File: config.mk
export PLATFORM = sky130hd
export DESIGN_NAME = mcs4_rom_loader_flat
export DESIGN_NICKNAME = d
export VERILOG_FILES = /design/src/rtl/mcs4_rom_loader_if.sv /design/src/rtl/mcs4_rom_loader.sv /design/src/flat_wrapper.sv
export SDC_FILE = /design/constraint.sdc
export NUM_CORES = 1
export LEC_CHECK = 0
export CORE_ASPECT_RATIO = 2
export CORE_MARGIN = 2
export CORE_UTILIZATION = 45
export CTS_BUF_LIST = sky130_fd_sc_hd__clkbuf_4 sky130_fd_sc_hd__clkbuf_8
export CTS_CLUSTER_SIZE = 12
export DETAILED_ROUTE_END_ITERATION = 6
export DONT_BUFFER_PORTS = 1
export MAX_ROUTING_LAYER = met4
export PLACE_DENSITY = 0.6
export SYNTH_ARGS = -nofsm -noshare
export SYNTH_HDL_FRONTEND = slang
export SYNTH_SLANG_ARGS = --single-unit
File: constraint.sdc
create_clock -name clk -period 2.2 [get_ports clk]
set_input_delay 0 -clock clk [delete_from_list [all_inputs] [get_ports clk]]
set_output_delay 0 -clock clk [all_outputs]
set_load 0.005 [all_outputs]
File: src/rtl/mcs4_rom_loader_if.sv
// Byte-stream and ROM-init bus between the loader, the host byte source and MCS4_SYS.
interface mcs4_rom_loader_if #(
    parameter int unsigned ADDR_W = 12
);
    logic [7:0]        s_data;
    logic              s_valid;
    logic              s_ready;
    logic              rom_init_enb;
    logic [ADDR_W-1:0] rom_init_addr;
    logic              rom_init_re;
    logic              rom_init_we;
    logic [7:0]        rom_init_wdata;
    logic [7:0]        rom_init_rdata;

    // Loader side: consumes the byte stream, drives the ROM init port.
    modport master (
        input  s_data, s_valid, rom_init_rdata,
        output s_ready, rom_init_enb, rom_init_addr, rom_init_re, rom_init_we, rom_init_wdata
    );

    // Host byte source and ROM side.
    modport slave (
        output s_data, s_valid, rom_init_rdata,
        input  s_ready, rom_init_enb, rom_init_addr, rom_init_re, rom_init_we, rom_init_wdata
    );
endinterface

File: src/rtl/mcs4_rom_loader.sv
// Holds the i4004 in reset, streams an image into program ROM, reads it back,
// and releases the CPU only when the 16-bit read-back sum matches the written sum.
module mcs4_rom_loader #(
    parameter int unsigned ADDR_W  = 12,
    parameter int unsigned REL_DLY = 4
) (
    input  logic              clk,
    input  logic              res,
    input  logic              start,
    input  logic [ADDR_W:0]   load_len,
    mcs4_rom_loader_if.master bus,
    output logic              cpu_res_n,
    output logic              busy,
    output logic              done,
    output logic              err
);
    localparam int unsigned LEN_W = ADDR_W + 1;
    localparam int unsigned SUM_W = 16;
    localparam int unsigned REL_W = (REL_DLY > 1) ? $clog2(REL_DLY) : 1;
    localparam logic [LEN_W-1:0] MAX_LEN = {1'b1, {ADDR_W{1'b0}}};

    typedef enum logic [2:0] {
        S_IDLE, S_WRITE, S_VREAD, S_VDRAIN, S_CHECK, S_RELEASE, S_FAIL
    } state_t;

    state_t             state_q, state_d;
    logic [ADDR_W-1:0]  last_q, last_d;
    logic [ADDR_W-1:0]  count_q, count_d;
    logic [SUM_W-1:0]   wsum_q, wsum_d;
    logic [SUM_W-1:0]   rsum_q, rsum_d;
    logic [REL_W-1:0]   rel_cnt_q, rel_cnt_d;
    logic               rvld_q, rvld_d;
    logic               s_ready_q, s_ready_d;
    logic               enb_q, enb_d;
    logic               re_q, re_d;
    logic               we_q, we_d;
    logic [ADDR_W-1:0]  addr_q, addr_d;
    logic [7:0]         wdata_q, wdata_d;
    logic               cpu_res_n_q, cpu_res_n_d;
    logic               busy_q, busy_d;
    logic               done_q, done_d;
    logic               err_q, err_d;
    logic               len_ok;

    assign len_ok = (load_len != '0) && (load_len <= MAX_LEN);

    // Next-state and next-output logic; strobes default low, everything else holds.
    always_comb begin
        state_d     = state_q;
        last_d      = last_q;
        count_d     = count_q;
        wsum_d      = wsum_q;
        rsum_d      = rsum_q;
        rel_cnt_d   = rel_cnt_q;
        rvld_d      = re_q;
        s_ready_d   = s_ready_q;
        enb_d       = enb_q;
        re_d        = 1'b0;
        we_d        = 1'b0;
        addr_d      = addr_q;
        wdata_d     = wdata_q;
        cpu_res_n_d = cpu_res_n_q;
        busy_d      = busy_q;
        done_d      = 1'b0;
        err_d       = err_q;

        // ROM data is valid the cycle after each read strobe.
        if (rvld_q) begin
            rsum_d = rsum_q + SUM_W'(bus.rom_init_rdata);
        end

        case (state_q)
            S_IDLE, S_FAIL: begin
                if (start) begin
                    if (len_ok) begin
                        state_d     = S_WRITE;
                        last_d      = ADDR_W'(load_len - LEN_W'(1));
                        count_d     = '0;
                        wsum_d      = '0;
                        rsum_d      = '0;
                        err_d       = 1'b0;
                        cpu_res_n_d = 1'b0;
                        enb_d       = 1'b1;
                        busy_d      = 1'b1;
                        s_ready_d   = 1'b1;
                    end else begin
                        state_d     = S_FAIL;
                        err_d       = 1'b1;
                        cpu_res_n_d = 1'b0;
                        enb_d       = 1'b0;
                        busy_d      = 1'b0;
                    end
                end
            end
            S_WRITE: begin
                if (bus.s_valid && s_ready_q) begin
                    we_d    = 1'b1;
                    addr_d  = count_q;
                    wdata_d = bus.s_data;
                    wsum_d  = wsum_q + SUM_W'(bus.s_data);
                    if (count_q == last_q) begin
                        s_ready_d = 1'b0;
                        count_d   = '0;
                        state_d   = S_VREAD;
                    end else begin
                        count_d = count_q + ADDR_W'(1);
                    end
                end
            end
            S_VREAD: begin
                re_d   = 1'b1;
                addr_d = count_q;
                if (count_q == last_q) begin
                    count_d = '0;
                    state_d = S_VDRAIN;
                end else begin
                    count_d = count_q + ADDR_W'(1);
                end
            end
            // Wait until the last strobe has retired so its data gets summed.
            S_VDRAIN: begin
                if (!re_q) begin
                    state_d = S_CHECK;
                end
            end
            S_CHECK: begin
                enb_d = 1'b0;
                if (rsum_q == wsum_q) begin
                    rel_cnt_d = '0;
                    state_d   = S_RELEASE;
                end else begin
                    err_d       = 1'b1;
                    cpu_res_n_d = 1'b0;
                    busy_d      = 1'b0;
                    state_d     = S_FAIL;
                end
            end
            S_RELEASE: begin
                if (rel_cnt_q == REL_W'(REL_DLY - 1)) begin
                    cpu_res_n_d = 1'b1;
                    done_d      = 1'b1;
                    busy_d      = 1'b0;
                    state_d     = S_IDLE;
                end else begin
                    rel_cnt_d = rel_cnt_q + REL_W'(1);
                end
            end
            default: begin
                state_d = S_IDLE;
            end
        endcase
    end

    // State and output registers with synchronous reset.
    always_ff @(posedge clk) begin
        if (res) begin
            state_q     <= S_IDLE;
            last_q      <= '0;
            count_q     <= '0;
            wsum_q      <= '0;
            rsum_q      <= '0;
            rel_cnt_q   <= '0;
            rvld_q      <= 1'b0;
            s_ready_q   <= 1'b0;
            enb_q       <= 1'b0;
            re_q        <= 1'b0;
            we_q        <= 1'b0;
            addr_q      <= '0;
            wdata_q     <= '0;
            cpu_res_n_q <= 1'b0;
            busy_q      <= 1'b0;
            done_q      <= 1'b0;
            err_q       <= 1'b0;
        end else begin
            state_q     <= state_d;
            last_q      <= last_d;
            count_q     <= count_d;
            wsum_q      <= wsum_d;
            rsum_q      <= rsum_d;
            rel_cnt_q   <= rel_cnt_d;
            rvld_q      <= rvld_d;
            s_ready_q   <= s_ready_d;
            enb_q       <= enb_d;
            re_q        <= re_d;
            we_q        <= we_d;
            addr_q      <= addr_d;
            wdata_q     <= wdata_d;
            cpu_res_n_q <= cpu_res_n_d;
            busy_q      <= busy_d;
            done_q      <= done_d;
            err_q       <= err_d;
        end
    end

    assign bus.s_ready        = s_ready_q;
    assign bus.rom_init_enb   = enb_q;
    assign bus.rom_init_addr  = addr_q;
    assign bus.rom_init_re    = re_q;
    assign bus.rom_init_we    = we_q;
    assign bus.rom_init_wdata = wdata_q;
    assign cpu_res_n          = cpu_res_n_q;
    assign busy               = busy_q;
    assign done               = done_q;
    assign err                = err_q;
endmodule

File: src/flat_wrapper.sv
// flat-port wrapper written by rule: the top's interface ports become plain ports
module mcs4_rom_loader_flat 
#(
    parameter int unsigned ADDR_W  = 12,
    parameter int unsigned REL_DLY = 4
)
  (clk, res, start, load_len, cpu_res_n, busy, done, err, bus_s_data, bus_s_valid, bus_rom_init_rdata, bus_s_ready, bus_rom_init_enb, bus_rom_init_addr, bus_rom_init_re, bus_rom_init_we, bus_rom_init_wdata);
  mcs4_rom_loader_if #(.ADDR_W(ADDR_W)) bus_i ();
  input  logic clk;
  input  logic res;
  input  logic start;
  input  logic [ADDR_W:0] load_len;
  output logic cpu_res_n;
  output logic busy;
  output logic done;
  output logic err;
  input wire logic [$bits(bus_i.s_data)-1:0] bus_s_data;
  input wire logic [$bits(bus_i.s_valid)-1:0] bus_s_valid;
  input wire logic [$bits(bus_i.rom_init_rdata)-1:0] bus_rom_init_rdata;
  output wire logic [$bits(bus_i.s_ready)-1:0] bus_s_ready;
  output wire logic [$bits(bus_i.rom_init_enb)-1:0] bus_rom_init_enb;
  output wire logic [$bits(bus_i.rom_init_addr)-1:0] bus_rom_init_addr;
  output wire logic [$bits(bus_i.rom_init_re)-1:0] bus_rom_init_re;
  output wire logic [$bits(bus_i.rom_init_we)-1:0] bus_rom_init_we;
  output wire logic [$bits(bus_i.rom_init_wdata)-1:0] bus_rom_init_wdata;
  assign bus_i.s_data = bus_s_data;
  assign bus_i.s_valid = bus_s_valid;
  assign bus_i.rom_init_rdata = bus_rom_init_rdata;
  assign bus_s_ready = bus_i.s_ready;
  assign bus_rom_init_enb = bus_i.rom_init_enb;
  assign bus_rom_init_addr = bus_i.rom_init_addr;
  assign bus_rom_init_re = bus_i.rom_init_re;
  assign bus_rom_init_we = bus_i.rom_init_we;
  assign bus_rom_init_wdata = bus_i.rom_init_wdata;
  mcs4_rom_loader #(.ADDR_W(ADDR_W), .REL_DLY(REL_DLY)) u_core (.clk(clk), .res(res), .start(start), .load_len(load_len), .bus(bus_i), .cpu_res_n(cpu_res_n), .busy(busy), .done(done), .err(err));
endmodule
==> results by group, run 1 <==
Critical path
  • WP data required: 2.48 ns
  • CP max FO: 6
  • Worst R2R Start: u_core.rsum_q[0]
  • Crit path launch: u_core.rsum_q[0]
  • Crit end category: flop
  • CP Launch Type: flop
  • Arrival time at the worst endpoint: 2.45 ns
  • Critical path class: flop to flop

Placed design
  • Placed inst area: 5204 um2
  • Gpl congestion: 0.8960
  • Buffers added on ports: 0
  • Post-Place Setup Slack: -0.07182 ns
  • Post-DP HPWL: 9984 um

Routing
  • DR vias/cell: 5.716
  • Wirelength, routed: 13640 um
  • Number of remaining DRC errors: 0
  • Drt wl/cell: 17.76 um
  • ANT nets after route: 0
  • Total number of vias: 4390
  • Drt pass-1 iters: 5
  • Initial DRC count: 258

CTS
  • Root buf cell: clkbuf_8
  • CTS tree: done
  • Total CTS buffers: 9
  • Clock sink count: 90
  • Clock slew at reported path FFs: 0.10 ns
  • Clk_lat worst skew: 0.38 ns
  • H-tree levels: 3
  • CTS max path bufs: 2

Power
  • Cell Pwr Density: 794.9 nW/um2
  • Maximum vdd drop: 0.4970 mV
  • Leakage: 2.210 nW
  • Power Total: 4.663 mW

STA
  • PnR worst setup slack: 0.02450 ns
  • Max Transition Viols Final: 0
  • Tcrit/Tclk final: 98.89%
  • Final setup vio count: 0
  • Final hold viol count: 1
  • RSZ-0062 raised after global routing: true
  • Clock Skews: 0.009707 ns
  • Post-layout min period: 2.175 ns
  • Max Freq: 459.7 MHz
  • Hold Slack: -0.006181 ns
  • Max-slew headroom: 64.07%
  • Worst-Margin Slew: 0.5322 ns

Floorplanning
  • Die span in y: 151.6 um
  • I/O pins: 61
  • Die W: 77.78 um
  • Die Area: 11790 um2
  • Starting density of the core: 46.46%
  • Core Rows: 53
  • Core Area: 10540 um2

GRT
  • Tot GR Track Use: 24.37%
  • First-pass GRT wire length: 21490 um
  • Vias in the first global route: 4394
  • GRT overflow: 0
  • Initial antenna violation count: 0
  • Largest net degree at the start of global routing: 53

Synthesis
  • Syn_area_per_cell: 8.549 um2
  • Synth Area in Simple Gates: 21.12%
  • Most used DFF post-synth: dfxtp_1
  • Xor/xnor share of the synthesized area: 9.451%
  • Syn Nets: 627
  • Yosys reg bits: 90
  • Netlist area before placement: 4898 um2
  • Post-synth EDFFs: 0
  • Most numerous cell in the Yosys netlist: dfxtp_1
  • Mapped Cells: 573
  • Compound-Gate Fraction of Synth Area: 18.03%
  • Netlist cell types: 59
  • Top cell type's share of synthesized area: 36.78%
  • Share of the yosys chip area belonging to registers: 36.78%
  • Main combinational cell family by area after synthesis: simple AND/OR/NAND/NOR gates
  • Post-synth ARST share: 0%
  • Top cell type by total area after synthesis: dfxtp_1
  • Post-Synth Adder-Cell Area: 5.875%
  • Synth warn: 0
  • Synth top area cells: dfxtp_1 (37%), nor2_1 (5.9%), xnor2_1 (5.5%), ha_1 (4.9%), mux2i_1 (4.5%)
  • Most frequent cells after synthesis: dfxtp_1 (90), nor2_1 (77), nand2_1 (40)
  • Mux cell area share after synthesis: 5.262%

Hold path
  • Min-delay src: bus_s_data[2]
  • Worst Hold Class: input pin to flop

Outcome
  • Failing checks: negative hold slack
  • Status: finished, violations left

Cells and area
  • Diodes inserted: 0
  • Nets@finish: 680
  • Share of cells above drive strength 1: 14.42%
  • P&R area growth vs syn: 19.77%
  • Post-route cell area: 5867 um2

Flow run
  • Max Cap Viol: 0
## layout make-up
cell class                 count  area [um2]
clock buffer                   9       123.9
sequential                    90        1807
clock inverter                 7       65.06
fill                         968        4677
tap                          137       171.4
timing repair buffer          69       603.1
inverter                      10       37.54
multi-input combinational    446        3059
## per-layer routing
metal | global-route usage, % | wire, um | part of all wire [%]
met1 | 21.58 | 4575 | 34
met2 | 46.81 | 7727 | 57
met4 | 15.71 | 809 | 5.9
met3 | 3.732 | 529 | 3.9
met5 | - | 0 | 0
## path summary, 6_finish.rpt
kind                        to  slack [ns]  cells after the start
max          u_core.rsum_q[10]        0.02                      9
max reg2reg  u_core.rsum_q[10]        0.02                      9
min reg2reg   u_core.cpu_res_n        0.49                      1
min           u_core.wsum_q[2]      -0.006                      4
## state kept, by name, indices dropped and copies added (netlist names), 2 cells and up
name / flops
u_core.state_q: 3
u_core.last_q: 12
u_core.rsum_q: 16
u_core.rel_cnt_q: 2
u_core.bus.rom_init_addr: 12
u_core.bus.rom_init_wdata: 8
u_core.wsum_q: 16
u_core.count_q: 12
## placed cells by master, fill, tap and decap left out, drive strengths merged, types with 4 or more instances in the layout
| master | count |
|---|---|
| dfxtp | 90 |
| mux2i | 23 |
| buf | 40 |
| o21a | 4 |
| xnor2 | 31 |
| o31ai | 10 |
| or3 | 5 |
| o211ai | 5 |
| nand2 | 41 |
| a211oi | 14 |
| clkbuf | 9 |
| dlygate4sd3 | 29 |
| nand4 | 12 |
| nor3 | 11 |
| and3 | 6 |
| xor2 | 21 |
| o21ai | 33 |
| nand2b | 10 |
| a21o | 11 |
| ha | 19 |
| inv | 15 |
| or4 | 7 |
| nor2b | 5 |
| nand3 | 13 |
| nor2 | 77 |
| a21oi | 39 |
| nor4 | 7 |
| nor3b | 5 |
## stage by stage
stage	std cells	utilization (%)	TNS, ns
after detailed placement	718	49.35	-0.2694
final	768	55.64	0
after floorplan	573	-	0
after CTS	764	54.29	0
after global routing	768	55.64	-0.2660
after global placement	718	49.35	0
## report_power, final
group | internal [mW] | total, mW | switching (mW)
logic | 0.724 | 1.64 | 0.917
registers | 1.76 | 1.91 | 0.146
clock network | 0.440 | 1.12 | 0.676
## timing repair
item / 4_1_cts / 5_1_grt
setup endpoints to repair: 7 / 14
gates resized for setup: 4 / 25
hold buffers: 30 / 0
setup buffers: 0 / 4
endpoints found under the hold margin: 67 / 0
pin swaps: 2 / 15
gates cloned: 0 / 0
## critical path, stage by stage (launching register included)
cell	delay [ns]
dfxtp_2	0.34
ha_4	0.16
fa_2	0.41
a21oi_2	0.17
o211ai_1	0.14
o41ai_2	0.37
buf_4	0.22
nor2_4	0.05
xnor2_2	0.15
nor2_1	0.06
## cells by family after synthesis
group,Yosys count
AND/OR/NAND/NOR,210
AO/OA/AOI/OAI,138
flip-flops,90
XOR/XNOR,52
buffers and inverters,37
multiplexers,24
adder cells (fa/ha/maj),22
Power figures use the tool's default switching activity.
==> run 2, diff against run 1 <==
==> constraint.sdc (replaced) <==
create_clock -name clk -period 2.2 [get_ports clk]
set_input_delay 0.33 -clock clk [delete_from_list [all_inputs] [get_ports clk]]
set_output_delay 0.33 -clock clk [all_outputs]
set_load 0.005 [all_outputs]
==> results by group, run 2 (synthesis gave the netlist of run 1 again) <==
Floorplanning
  • Die W: 77.78 um
  • Core Area: 10540 um2
  • Die Area: 11790 um2
  • Core Rows: 53
  • I/O pins: 61
  • Starting density of the core: 46.46%
  • Die span in y: 151.6 um

GRT
  • Tot GR Track Use: 23.04%
  • Initial antenna violation count: 0
  • First-pass GRT wire length: 20340 um
  • GRT overflow: 0
  • Largest net degree at the start of global routing: 54
  • Vias in the first global route: 4202

CTS
  • CTS max path bufs: 2
  • Root buf cell: clkbuf_8
  • CTS tree: done
  • Clock sink count: 90
  • H-tree levels: 3
  • Clk_lat worst skew: 0.37 ns
  • Total CTS buffers: 9
  • Clock slew at reported path FFs: 0.10 ns

Hold path
  • Worst Hold Class: input pin to flop

Cells and area
  • Commonest cells after routing, fill and taps aside: dfxtp_1 (87), nor2_1 (77), buf_4 (47)
  • Non-Filler Instances: 749
  • Diodes inserted: 0
  • Commonest non-fill, non-tap cell in the layout: dfxtp_1
  • Share of cells above drive strength 1: 15.36%
  • P&R area growth vs syn: 14.71%
  • Post-route cell area: 5619 um2
  • Fillers: 1008
  • Nets@finish: 661
  • Top flop regs: u_core.rsum_q (16), u_core.wsum_q (16)

STA
  • Clock Skews: 0.01144 ns
  • RSZ-0062 raised after global routing: true
  • Max Freq: 451.5 MHz
  • Final setup vio count: 2
  • PnR worst setup slack: -0.01490 ns
  • Hold Slack: 0.01670 ns
  • Worst-Margin Slew: 0.4797 ns
  • Final setup TNS: -0.01738 ns
  • Tcrit/Tclk final: 100.7%
  • Post-layout min period: 2.215 ns
  • Max Transition Viols Final: 0
  • Max-slew headroom: 68.02%
  • Final hold viol count: 0

Critical path
  • CP Launch Type: flop
  • Worst path max stage delay: 0.39 ns
  • Critical path class: flop to flop
  • CP max FO: 8
  • Cell repeated most along the worst path: a21o_1
  • Crit-path slowest cell: fa_2
  • Arrival time at the worst endpoint: 2.46 ns
  • CP top delay family: compound AO/OA/AOI/OAI gates
  • Crit end category: flop
  • WP data required: 2.45 ns
  • Worst-path cell chain: ha_4, fa_2, a21o_1, a221o_1, a21o_1, a21oi_4, or4_1, a21oi_1
  • CP bufs+invs: 0

Routing
  • Drt pass-1 iters: 6
  • DR vias/cell: 5.718
  • Total number of vias: 4283
  • Wirelength, routed: 13100 um
  • Initial DRC count: 159
  • ANT nets after route: 0
  • Drt wl/cell: 17.49 um
  • Number of remaining DRC errors: 0

Power
  • Internal power: 2.926 mW
  • Sequential group share of total power: 41.3%
  • Clock Power Share: 23.4%
  • Sw Pwr: 1.691 mW
  • Combinational fraction of design power: 35.3%
  • Cell Pwr Density: 821.8 nW/um2
  • Net Sw Frac: 36.63%
  • Leakage: 2.136 nW
  • Maximum vdd drop: 0.4613 mV

Outcome
  • Status: finished, violations left
  • Failing checks: negative setup slack

Flow run
  • Max Cap Viol: 0

Placed design
  • Post-Place Setup Slack: -0.1387 ns
  • Inst Count DP: 725
  • Placed inst area: 5286 um2
  • Post-DP HPWL: 10160 um
  • Buffers added on ports: 0
  • Gpl congestion: 0.8679
[run 2: changes by cell type in the layout (fill, tap and decap cells not counted), moves of 2 or more]
cell and delta:
nor4_1 -2, dlygate4sd3_1 -26, nor4_2 +2, ha_1 +3
inv_1 -2, ha_2 -2, buf_4 +8, inv_2 +2
[run 2: final cells by class]
| class | count | area, um2 | share of cell area (%) |
|---|---|---|---|
| Multi-Input combinational cell | 446 | 3038 | 54.06 |
| Sequential cell | 90 | 1805 | 32.13 |
| Timing Repair Buffer | 50 | 382.9 | 6.814 |
| Tap cell | 137 | 171.4 | 3.051 |
| Clock buffer | 9 | 123.9 | 2.204 |
| Clock inverter | 7 | 60.06 | 1.069 |
| Inverter | 10 | 37.54 | 0.6680 |
[run 2: per-stage QoR]
stage                     util (%)  total power, mW
after floorplan                  -            3.040
after global placement       50.14            3.486
after detailed placement     50.14            3.519
after CTS                    52.12            4.607
after global routing         53.29            4.901
final                        53.29            4.618
[run 2: power by group through the flow]
stage / sequential [mW] / combinational (mW) / clock (mW)
floorplan: 1.88 / 1.16 / 0
global placement: 1.94 / 1.55 / 0
detailed placement: 1.94 / 1.58 / 0
CTS: 1.91 / 1.59 / 1.11
global route: 1.93 / 1.80 / 1.18
finish: 1.91 / 1.63 / 1.08
[run 2: what timing repair did]
action	CTS	global route
setup endpoints to repair	14	13
endpoints found under the hold margin	0	8
buffers inserted	0	5
gates resized for setup	5	14
hold buffers	0	3
pin swaps	1	18
[run 2: final timing paths]
kind                                start                      endpoint  slack, ns  cells past startpoint
min                                   res              u_core.last_q[1]       0.02                      1
min reg2reg  u_core.bus.rom_init_wdata[3]  u_core.bus.rom_init_wdata[3]       0.47                      2
max                      u_core.wsum_q[0]             u_core.wsum_q[12]      -0.01                      8
max reg2reg              u_core.wsum_q[0]             u_core.wsum_q[12]      -0.01                      8
[run 2: routing by layer]
| metal | wire [um] | track usage [%] | up-vias |
|---|---|---|---|
| met5 | 0 | - | - |
| met4 | 724 | 14.55 | 0 |
| met3 | 484 | 4.799 | 41 |
| met2 | 7577 | 45.22 | 101 |
| met1 | 4312 | 18.91 | 2013 |
| li1 | - | - | 2128 |
